--- src/rtl/divn_pkg.sv ---
// Shared types and helpers for the runtime-programmable clock divider.
package divn_pkg;

  typedef enum logic [1:0] {
    IDLE = 2'd0,
    PEND = 2'd1,
    ACK  = 2'd2
  } state_t;

  localparam int unsigned DIV_MIN = 2;

  function automatic logic is_legal_div(input int unsigned div);
    return div >= DIV_MIN;
  endfunction

endpackage

--- src/rtl/divn_rt_core.sv ---
// Divide-by-N core with a runtime divisor; the negedge stage stretches the
// high phase by half an sclk cycle so odd divisors still give 50% duty.
module divn_rt_core #(
  parameter int WIDTH = 4
) (
  input  logic             sclk,
  input  logic             rst_n,
  input  logic [WIDTH-1:0] i_div_cur,
  input  logic             i_commit,
  output logic             o_wrap_last,
  output logic             o_clk
);

  logic [WIDTH-1:0] r_cnt_p;
  logic             r_clk_p;
  logic             r_clk_n;
  logic [WIDTH-1:0] w_half;
  logic [WIDTH-1:0] w_cnt_nxt;
  logic             w_clk_nxt;

  assign w_half      = i_div_cur >> 1;
  assign o_wrap_last = (r_cnt_p == (i_div_cur - WIDTH'(1)));

  // clk_p always reflects the count it is registered with; a commit restarts
  // the period at count 0, which is high for every legal divisor.
  always_comb begin
    w_cnt_nxt = (i_commit || o_wrap_last) ? '0 : r_cnt_p + WIDTH'(1);
    w_clk_nxt = i_commit | (w_cnt_nxt < w_half);
  end

  always_ff @(posedge sclk or negedge rst_n) begin
    if (!rst_n) begin
      r_cnt_p <= '0;
      r_clk_p <= 1'b1;
    end else begin
      r_cnt_p <= w_cnt_nxt;
      r_clk_p <= w_clk_nxt;
    end
  end

  always_ff @(negedge sclk or negedge rst_n) begin
    if (!rst_n) r_clk_n <= 1'b1;
    else        r_clk_n <= r_clk_p;
  end

  assign o_clk = i_div_cur[0] ? (r_clk_p | r_clk_n) : r_clk_p;

endmodule

--- src/rtl/divn_ratio_ctrl.sv ---
// Divide-ratio controller: accepts a divisor over a req/ack handshake and
// commits it only on the last cycle of an output period.
module divn_ratio_ctrl
  import divn_pkg::*;
#(
  parameter int WIDTH     = 4,
  parameter int N_DEFAULT = 5
) (
  input  logic             sclk,
  input  logic             rst_n,
  input  logic             i_req,
  input  logic [WIDTH-1:0] i_div,
  output logic             o_ack,
  output logic             o_err,
  output logic             o_busy,
  output logic [WIDTH-1:0] o_div,
  output logic             o_clk
);

  state_t           r_state;
  logic [WIDTH-1:0] r_div_cur;
  logic [WIDTH-1:0] r_div_nxt;
  logic             r_err;
  logic             r_ack;
  logic             r_busy;
  logic             w_wrap_last;
  logic             w_commit;

  assign w_commit = (r_state == PEND) && w_wrap_last;

  always_ff @(posedge sclk or negedge rst_n) begin
    if (!rst_n) begin
      r_state   <= IDLE;
      r_div_cur <= WIDTH'(N_DEFAULT);
      r_div_nxt <= WIDTH'(N_DEFAULT);
      r_err     <= 1'b0;
      r_ack     <= 1'b0;
      r_busy    <= 1'b0;
    end else begin
      case (r_state)
        IDLE: begin
          if (i_req) begin
            r_busy <= 1'b1;
            if (is_legal_div(32'(i_div))) begin
              r_div_nxt <= i_div;
              r_state   <= PEND;
            end else begin
              r_err   <= 1'b1;
              r_ack   <= 1'b1;
              r_state <= ACK;
            end
          end
        end
        // Commit lands on the period boundary even if i_req was dropped early.
        PEND: begin
          if (w_commit) begin
            r_div_cur <= r_div_nxt;
            r_err     <= 1'b0;
            r_ack     <= 1'b1;
            r_state   <= ACK;
          end
        end
        ACK: begin
          if (!i_req) begin
            r_err   <= 1'b0;
            r_ack   <= 1'b0;
            r_busy  <= 1'b0;
            r_state <= IDLE;
          end
        end
        default: begin
          r_ack   <= 1'b0;
          r_busy  <= 1'b0;
          r_state <= IDLE;
        end
      endcase
    end
  end

  divn_rt_core #(
    .WIDTH(WIDTH)
  ) u_core (
    .sclk       (sclk),
    .rst_n      (rst_n),
    .i_div_cur  (r_div_cur),
    .i_commit   (w_commit),
    .o_wrap_last(w_wrap_last),
    .o_clk      (o_clk)
  );

  assign o_ack  = r_ack;
  assign o_err  = r_err;
  assign o_busy = r_busy;
  assign o_div  = r_div_cur;

endmodule

--- config.mk ---
export PLATFORM = sky130hd
export DESIGN_NAME = divn_ratio_ctrl
export DESIGN_NICKNAME = d
export VERILOG_FILES = /design/src/rtl/divn_pkg.sv /design/src/rtl/divn_rt_core.sv /design/src/rtl/divn_ratio_ctrl.sv
export SDC_FILE = /design/constraint.sdc
export NUM_CORES = 1
export LEC_CHECK = 0
export BUFFER_PORTS_ARGS = -buffer_cell sky130_fd_sc_hd__buf_2
export CORE_MARGIN = 2
export CORE_UTILIZATION = 25
export CTS_CLUSTER_DIAMETER = 150
export DETAILED_ROUTE_END_ITERATION = 7
export PLACE_DENSITY = 0.43
export SYNTH_ARGS = -nofsm -noshare
export SYNTH_HDL_FRONTEND = slang
export SYNTH_HIERARCHICAL = 1
export SYNTH_SLANG_ARGS = --single-unit
export TNS_END_PERCENT = 30
--- constraint.sdc ---
create_clock -name sclk -period 3.35 [get_ports sclk]
set_clock_uncertainty 0.05 [all_clocks]
set_input_delay 0.5025 -clock sclk [delete_from_list [all_inputs] [get_ports sclk]]
set_output_delay 0.5025 -clock sclk [all_outputs]
set_load 0.01 [all_outputs]
; Yosys cells after proc, flatten, opt, wreduce, memory -nomap -nowiden
; Cells that the tools add are included.
[totals]
word_cells = 49
inputBits = 7
output_inout_bits = 8
reg_bits = 19
[classes]
n_reduce_logical = 10
n_addsub = 2
n_eq_ne = 7
bitwise = 3
muxes = 16
n_lt_le_gt_ge = 2
[op_table]
columns = op, count
row1 = $pmux W1 S3, 3
row2 = $reduce_and A3 Y1, 3
row3 = $mux W2, 4
row4 = $mux W1, 7
row5 = $ne A2 B2 Y1 const B, 3
row6 = $pmux W2 S3, 1
row7 = $reduce_and A5 Y1, 1
row8 = $add A4 B1 Y4 const B, 1
row9 = $eq A4 B4 Y1, 1
row10 = $ge A4 B2 Y1 const B, 1
row11 = $lt A4 B3 Y1, 1
row12 = $mux W4, 1
row13 = $reduce_and A4 Y1, 1
row14 = $sub A4 B1 Y4 const B, 1
row15 = $reduce_bool A3 Y1, 1
row16 = $eq A2 B1 Y1 const B, 1
row17 = $eq A2 B2 Y1 const B, 1
row18 = $logic_not A2 Y1, 1
row19 = $ne A2 B1 Y1 const B, 1
row20 = $or A1 B1 Y1, 2
row21 = $reduce_and A2 Y1, 1
row22 = $logic_and A1 B1 Y1, 1
row23 = $logic_or A1 B1 Y1, 1
row24 = $not A1 Y1, 1

; Depth between registers and ports, before layout
; Gate-level depths: netlist of run 1.
[logic_depth]
depth_word = 7
depth_mapped = 13
depth_no_buf = 13

; By module
; The synthesis of run 1 kept the hierarchy.
[by_module_without_submodules]
columns = module, seq_area_each_um2, area_each_um2, instances, cells_per_inst
row1 = divn_ratio_ctrl, 330.3, 630.6, 1, 50
row2 = divn_rt_core, 152.6, 406.6, 1, 39

==> results.json, run 1 <==
{
  "dr.first_iter.drc_count": 24,
  "clock_sinks": 19,
  "cp-end-kind": "output port",
  "gr-usage-all-layers_pct": 10.1,
  "drv_cap": 0,
  "hold_viol_final": 0,
  "hp-class": "in -> async",
  "synth-simple-area-share_pct": 13.5,
  "numCtsBuffers": 3,
  "areaGrowthSynthToFinish_pct": 18.2,
  "worstSetupStartpointType": "flop",
  "worstMarginPinSlew_ps": 310,
  "crit_path_start": "u_core/r_clk_n",
  "critPathKind": "reg -> out",
  "critPathTopFamily": "flip-flops",
  "globalplace.congestion": 0.784,
  "worstSetupPathDepth": 2,
  "r2r_end": "u_core/r_clk_p",
  "layout_common_cells": "buf_2, dfrtp_1, mux2_2",
  "yosysSeqAreaShare_pct": 46.6,
  "finalSetupTns_ps": 0,
  "synthCells": 89,
  "grt_pass1_vias": 708,
  "port_buffers": 14,
  "ys_warn_count": 6,
  "ys_ff_latch": 19,
  "outcome": "finished, final reports clean",
  "peakVddDrop_mv": 0.364,
  "cts-root-buf": "clkbuf_8",
  "ctsLongestPathBuffers": 2,
  "cp_max_fo": 1,
  "critPathBufInv": 1,
  "drtAntennaViolNets": 0,
  "cts_resized": 0,
  "clkTransAtPathRegs_ps": 70,
  "cts_hold_buf": 0,
  "critPathCapture": "o_clk",
  "maxSlewViolCount": 0,
  "synth_xor_area_share_pct": 6.39,
  "firstDrtPassIters": 3,
  "synth_cell_type_count": 33,
  "p_leak_nw": 0.568,
  "path_cells": "a21o_1 -> buf_2",
  "die_width_um": 68.4,
  "dp_hpwl_um": 1540,
  "syn-cell-area_sq_um": 1040,
  "wire_per_inst_um": 12.7,
  "cp_slowest_cell": "dfstp_2",
  "arrival_ps": 2710,
  "dp_slack_ps": 414,
  "r2r_slack_ps": 500,
  "n_antenna_cell": 0,
  "p_per_area_nw_per_um2": 1160,
  "grt_pass1_wl_um": 3440,
  "crit_required_ps": 2800,
  "dieHeight_um": 68.4,
  "post_cts_buffers": 0,
  "die_area_sq_um": 4680,
  "synthMuxAreaShare_pct": 11.8,
  "coreArea_sq_um": 4000,
  "drcViolationCount": 0,
  "reg2reg_depth": 13,
  "detail_route.wirelength_um": 2010,
  "postSynthAreaPerCell_sq_um": 11.7,
  "vias": 725,
  "start_util_pct": 25.9,
  "n_fill_cell": 439,
  "clk_latency_ps": 250,
  "antenna_found_initial": 0,
  "rsz0062_at_grt": "false",
  "synth_fa_ha_area_share_pct": 8.44,
  "cts_tree": "yes",
  "grt_max_degree": 19,
  "regToRegStartpoint": "o_div[0]",
  "synth_top_family_by_area": "simple AND/OR/NAND/NOR gates",
  "pin_count": 15,
  "rows": 23,
  "viasPerCell": 4.59,
  "syn-num-nets": 103,
  "cpPeakStageDelay_ps": 500,
  "synth_compound_area_share_pct": 9.89,
  "grt-ovfl-total": 0,
  "final_nets": 123,
  "slew_headroom_pct": 79.3,
  "fin_ws_ps": 91.5,
  "cts_max_level": 1,
  "layout_commonest_cell": "buf_2",
  "drive_above_1_share_pct": 38.0,
  "setup_viol": 0
}
area by class of cell:
cell class	count	area (sq um)	area share [%]
clock buffer	3	41.3	3.37
multi-input combinational	61	519	42.3
inverter	7	26.3	2.14
tap	50	62.6	5.10
timing repair buffer	16	85.1	6.94
sequential	19	483	39.4
clock inverter	2	8.76	0.714
where the power goes:
part | internal [mW] | leakage, nW | switching, mW
registers | 0.373 | 0.220 | 0.102
clock network | 0.0836 | 0.0270 | 0.0804
logic | 0.413 | 0.322 | 0.373
kinds of logic (layout without fill, tap and decap cells):
logic type / Yosys count / in the layout
AND/OR/NAND/NOR: 23 / 23
flip-flops: 19 / 19
AO/OA/AOI/OAI: 14 / 14
multiplexers: 11 / 11
buffers and inverters: 9 / 28
adder cells (fa/ha/maj): 7 / 7
XOR/XNOR: 6 / 6
worst min path at each step:
| stage | start | end | slack [ps] | cells past startpoint |
|---|---|---|---|---|
| 2_1_floorplan | rst_n | o_ack | 160 | 0 |
| 3_3_place_gp | r_div_nxt[3] | r_div_nxt[3] | 440 | 1 |
| 3_5_place_dp | o_ack | o_ack | 450 | 1 |
| 4_1_cts | rst_n | o_ack | 190 | 2 |
| 5_1_grt | rst_n | r_state[1] | 190 | 2 |
| 6_report | rst_n | u_core/r_cnt_p[3] | 180 | 2 |
flip-flops by register name, indices dropped and copies added, names as in the netlist:
name            cells
r_div_nxt           4
r_state             2
o_busy              1
o_ack               1
u_core/r_clk_p      1
u_core/r_clk_n      1
o_err               1
o_div               4
u_core/r_cnt_p      4
metal layers:
layer | global-route usage [%] | up-vias | part of all wire [%]
met3 | 3.95 | 2 | 5.1
met5 | 0 | - | 0
met1 | 13.5 | 352 | 49
li1 | - | 354 | -
met2 | 15.1 | 17 | 45
met4 | 2.25 | 0 | 0.70
synth_stat cells (all sizes together):
master	n	area, sq um
and3	1	11.3
nand4	1	6.26
dfstp	6	158
buf	1	5.00
a21bo	1	10.0
a21o	3	22.5
xor2	2	17.5
o21ai	2	10.0
nor4	1	6.26
xnor2	3	26.3
o211ai	1	7.51
a21oi	2	10.0
nor3	4	20.0
dfrtp	13	325
a211o	1	8.76
o32a	1	10.0
a2bb2oi	1	8.76
nor3b	1	7.51
nand2	3	11.3
nor2b	1	6.26
nand4b	1	8.76
xnor3	1	22.5
or3	1	11.3
inv	8	30.0
mux2i	1	10.0
nand2b	2	12.5
mux2	10	113
ha	7	87.6
a211oi	2	15.0
nand3	4	25.0
nor2	3	13.8
per-stage QoR:
stage	cell area [sq um]	utilization (%)	power, mW	cells	hold slack (ps)
floorplan	1040	-	1.08	89	157
global placement	1180	29.5	1.27	154	439
detailed placement	1180	29.5	1.28	154	452
CTS	1230	30.7	1.45	158	193
global route	1230	30.7	1.58	158	193
finish	1230	30.7	1.43	158	181
Note: power is estimated with default switching activity, not from simulation.
==> run 2: changes to the inputs <==
ABC_AREA = 1   (was default)
SKIP_LAST_GASP = 1   (was default)
==> run 2 against run 1 <==
Register-to-register slack better by 300 ps. Critical path depth stayed put. Non-clock buffer count shrank 1. Largest cell class is now flip-flops and latches.
==> results.json, run 2 <==
{
  "ys_warn_count": 6,
  "start_util_pct": 26.2,
  "rsz0062_at_grt": "false",
  "final_nets": 166,
  "antenna_found_initial": 0,
  "cts_hold_buf": 0,
  "finalSetupTns_ps": 0,
  "grt_max_degree": 19,
  "clk_latency_ps": 250,
  "peakVddDrop_mv": 0.340,
  "dieHeight_um": 69.2,
  "n_antenna_cell": 0,
  "die_area_sq_um": 4790,
  "cp_slowest_cell": "dfstp_2",
  "final_core_util_pct": 30.8,
  "coreArea_sq_um": 4060,
  "regToRegStartpoint": "o_div[0]",
  "reg2reg_depth": 17,
  "firstDrtPassIters": 4,
  "p_per_area_nw_per_um2": 1000,
  "layout_commonest_cell": "nand2_1",
  "globalplace.congestion": 0.791,
  "cts-root-buf": "clkbuf_8",
  "synth.most_common_cell": "nand2_1",
  "detail_route.wirelength_um": 2000,
  "postSynthAreaPerCell_sq_um": 8.06,
  "yosysSeqAreaShare_pct": 45.4,
  "crit_required_ps": 2800,
  "arrival_ps": 2710,
  "ctsLongestPathBuffers": 2,
  "drcViolationCount": 0,
  "clock_sinks": 19,
  "p_leak_nw": 0.690,
  "hold_viol_final": 0,
  "layout_common_cells": "nand2_1, inv_1, buf_2",
  "ys_ff_latch": 19,
  "rows": 23,
  "cpPeakStageDelay_ps": 500,
  "dr.first_iter.drc_count": 25,
  "critPathCapture": "o_clk",
  "vias": 796,
  "synth_top_area_share_pct": 30.6,
  "dp_cells": 197,
  "ys_top_cells_by_count": "nand2_1, inv_1, dfrtp_1",
  "worstMarginPinSlew_ps": 235,
  "dp_hpwl_um": 1590,
  "syn-cell-area_sq_um": 1060,
  "path_cells": "a21o_1 -> buf_2",
  "pin_count": 15,
  "drtAntennaViolNets": 0,
  "stdcell_count": 201,
  "cp_max_fo": 1,
  "r2r_slack_ps": 800,
  "crit_path_start": "u_core/r_clk_n",
  "drv_cap": 0,
  "cts_max_level": 1,
  "drive_above_1_share_pct": 23.2,
  "die_width_um": 69.2,
  "post_cts_buffers": 0,
  "setup_viol": 0,
  "async_reset_ff_share_pct": 100,
  "slew_headroom_pct": 84.3,
  "numCtsBuffers": 3,
  "critPathKind": "reg -> out",
  "port_buffers": 14,
  "worstSetupStartpointType": "flop",
  "synthCells": 132,
  "post-synth-top-area-cell": "dfrtp_1",
  "synth-main-ff-cell": "dfrtp_1",
  "syn-num-nets": 146,
  "synth-edff-count": 0,
  "cts_resized": 0,
  "r2r_end": "u_core/r_clk_p",
  "gr-usage-all-layers_pct": 9.73,
  "wire_per_inst_um": 9.97,
  "outcome": "finished, final reports clean",
  "synth.area.top_cells": "dfrtp_1, dfstp_2, nand2_1",
  "cts_tree": "yes",
  "grt_pass1_wl_um": 3770,
  "cp-end-kind": "output port",
  "viasPerCell": 3.96,
  "grt-ovfl-total": 0,
  "hp-class": "in -> async",
  "synth_cell_type_count": 19,
  "clkTransAtPathRegs_ps": 70,
  "maxSlewViolCount": 0,
  "grt_pass1_vias": 851,
  "areaGrowthSynthToFinish_pct": 17.4
}
-- run 2: changes by cell type after synthesis, sizes merged, moves of 2 or more --
| cell | previous run | this run |
|---|---|---|
| o21a | 0 | 2 |
| nor2 | 3 | 11 |
| nand2b | 2 | 0 |
| nand2 | 3 | 39 |
| nor3 | 4 | 0 |
| inv | 8 | 30 |
| a211oi | 2 | 0 |
| mux2 | 10 | 0 |
| nand3 | 4 | 6 |
| o21ai | 2 | 10 |
| a21o | 3 | 1 |
-- run 2: worst min path at each step --
stage,to,depth (start not counted),start,slack (ps)
after floorplan,o_ack,0,rst_n,160
after global placement,o_busy,2,o_busy,420
after detailed placement,o_busy,2,o_busy,430
after CTS,o_busy,2,rst_n,190
after global routing,o_busy,2,rst_n,200
final,o_ack,2,rst_n,180
-- run 2: power by group --
part           internal (mW)  switching, mW  total (mW)
sequential             0.359         0.0775       0.436
clock                 0.0861         0.0747       0.161
combinational          0.272          0.381       0.653
total                  0.717          0.533        1.25
-- run 2: cell type report --
class	instances	area [sq um]
fill	447	2810
sequential	19	483
multi-input combinational	83	468
inverter	29	109
timing repair buffer	15	77.6
tap	50	62.6
clock buffer	4	45.0
clock inverter	1	3.75
-- run 2: kinds of logic after synthesis --
logic type / Yosys count / share of synthesized area, %
xor+xnor: 4 / 3.29
fa+ha+maj: 7 / 8.23
compound gates: 14 / 7.65
simple gates: 58 / 24.8
flops: 19 / 45.4
buf+inv: 30 / 10.6
-- run 2: metrics by stage --
step / hold slack (ps) / setup WS (ps) / instance area (sq um) / total power [mW]
finish: 183 / 92.4 / 1250 / 1.25
global route: 198 / 31.7 / 1250 / 1.43
CTS: 186 / 77.1 / 1250 / 1.28
detailed placement: 426 / 414 / 1200 / 1.11
global placement: 421 / 418 / 1200 / 1.10
floorplan: 157 / 489 / 1060 / 0.949
-- run 2: critical path, delay by kind of cell, from the launching register on --
kind / cells / cell delay, ps
AOI/OAI and AO/OA: 1 / 100
buffers and inverters: 1 / 120
DFF: 1 / 500
-- run 2: routing by layer --
layer  part of all wire, %  vias up  GRT usage (%)
li1                      -      430              -
met1                    50      349           12.6
met5                     0        -              0
met4                   2.4        0           4.58
met3                   2.9        5           1.89
met2                    45       12           15.6
==> run 3: changes to the inputs <==
clock period = 3.1 ns   (was 3.35 ns; I/O delays follow)
==> run 3 against run 2 <==
Combinational power rose by 8.7%. Largest power group unchanged. Final cell count did not move. Highest routed layer unchanged. Routed wire length fell by 2.6%. Largest cell class unchanged. Count of clock-buffer cells in the layout did not move.
==> results.json, run 3 (same netlist as run 2, synthesis figures left out) <==
{
  "firstDrtPassIters": 4,
  "layout_commonest_cell": "nand2_1",
  "hold_viol_final": 0,
  "switching_share_pct": 42.8,
  "die_area_sq_um": 4790,
  "rows": 23,
  "p_switching_uw": 579,
  "gr-usage-all-layers_pct": 9.23,
  "p_leak_nw": 0.690,
  "worstMarginPinSlew_ps": 231,
  "stdcell_count": 201,
  "cts_max_level": 1,
  "clkTransAtPathRegs_ps": 70,
  "cp_max_fo": 1,
  "detail_route.wirelength_um": 1950,
  "n_antenna_cell": 0,
  "stdcell_area_sq_um": 1250,
  "p_per_area_nw_per_um2": 1080,
  "peakVddDrop_mv": 0.352,
  "finalSetupTns_ps": 0,
  "slew_headroom_pct": 84.6,
  "dp_cells": 197,
  "n_fill_cell": 446,
  "cts_resized": 0,
  "maxSlewViolCount": 0,
  "worstSetupStartpointType": "flop",
  "clk_latency_ps": 250,
  "final_core_util_pct": 30.8,
  "regToRegStartpoint": "o_div[0]",
  "hp-class": "in -> async",
  "dieHeight_um": 69.2,
  "start_util_pct": 26.2,
  "numCtsBuffers": 3,
  "coreArea_sq_um": 4060,
  "grt-ovfl-total": 0,
  "antenna_found_initial": 0,
  "drcViolationCount": 0,
  "rsz0062_at_grt": "true",
  "final_nets": 166,
  "grt_pass1_vias": 868,
  "holdWs_ps": 143,
  "p_seq_share_pct": 34.7,
  "vias": 803,
  "outcome": "finished, final reports clean",
  "intPower_uw": 775,
  "drive_above_1_share_pct": 23.2,
  "clkPwrFrac_pct": 12.9,
  "die_width_um": 69.2,
  "viasPerCell": 4.00,
  "pin_count": 15,
  "areaGrowthSynthToFinish_pct": 17.4,
  "cts-root-buf": "clkbuf_8",
  "grt_max_degree": 19,
  "dr.first_iter.drc_count": 15,
  "crit_required_ps": 2580,
  "critPathKind": "reg -> out",
  "globalplace.congestion": 0.794,
  "reg2reg_depth": 17,
  "combinationalPowerShare_pct": 52.4,
  "ctsLongestPathBuffers": 2,
  "totalPowerFinal_mw": 1.35,
  "layout_common_cells": "nand2_1, inv_1, buf_2",
  "clock_sinks": 19,
  "drv_cap": 0,
  "setup_viol": 0,
  "fin_ws_ps": 12.5,
  "drtAntennaViolNets": 0,
  "port_buffers": 14,
  "cp-end-kind": "output port",
  "grt_pass1_wl_um": 3680,
  "r2r_slack_ps": 550,
  "r2r_end": "u_core/r_clk_p",
  "dp_hpwl_um": 1570,
  "dp_slack_ps": 326,
  "arrival_ps": 2570,
  "cts_tree": "yes",
  "placedInstanceArea_sq_um": 1200,
  "wire_per_inst_um": 9.71
}
==> run 3: routing by layer <==
layer / wire length (um) / part of all wire [%] / track usage, % / vias to the layer above
li1: - / - / - / 434
met1: 946 / 48 / 12.2 / 356
met2: 925 / 47 / 15.5 / 11
met3: 67 / 3.4 / 1.60 / 2
met4: 11 / 0.56 / 2.61 / 0
met5: 0 / 0 / 0 / -
==> run 3: power groups by stage <==
stage	logic [mW]	clock network (mW)	registers (mW)
after CTS	0.727	0.183	0.474
final	0.710	0.175	0.470
after global routing	0.856	0.196	0.489
after detailed placement	0.719	0.00404	0.479
after floorplan	0.550	0.00404	0.472
after global placement	0.708	0.00404	0.476
==> run 3: area by class of cell <==
| class | count | area, sq um | area share, % |
|---|---|---|---|
| clock buffer | 4 | 45.0 | 3.61 |
| clock inverter | 1 | 3.75 | 0.301 |
| inverter | 29 | 109 | 8.72 |
| multi-input combinational | 83 | 468 | 37.5 |
| sequential | 19 | 483 | 38.7 |
| tap | 50 | 62.6 | 5.01 |
| timing repair buffer | 15 | 77.6 | 6.21 |
==> run 3: worst max-delay path, stage by stage, from the launching register on <==
cell     delay, ps
dfstp_2        500
a21o_1          90
buf_2          120
==> run 3: repair_timing <==
action / 4_1_cts / 5_1_grt
hold endpoints to repair: 0 / 0
pin swaps: 1 / 0
hold buffers: 0 / 0
gates cloned: 0 / 0
setup endpoints to repair: 1 / 1
buffers inserted: 0 / 0
==> run 3: worst max path at each step <==
stage	startpoint	endpoint	cells after the start
after floorplan	u_core/r_clk_n	o_clk	1
final	u_core/r_clk_n	o_clk	2
after CTS	u_core/r_clk_n	o_clk	2
after detailed placement	u_core/r_clk_n	o_clk	2
after global placement	u_core/r_clk_n	o_clk	2
after global routing	u_core/r_clk_n	o_clk	2
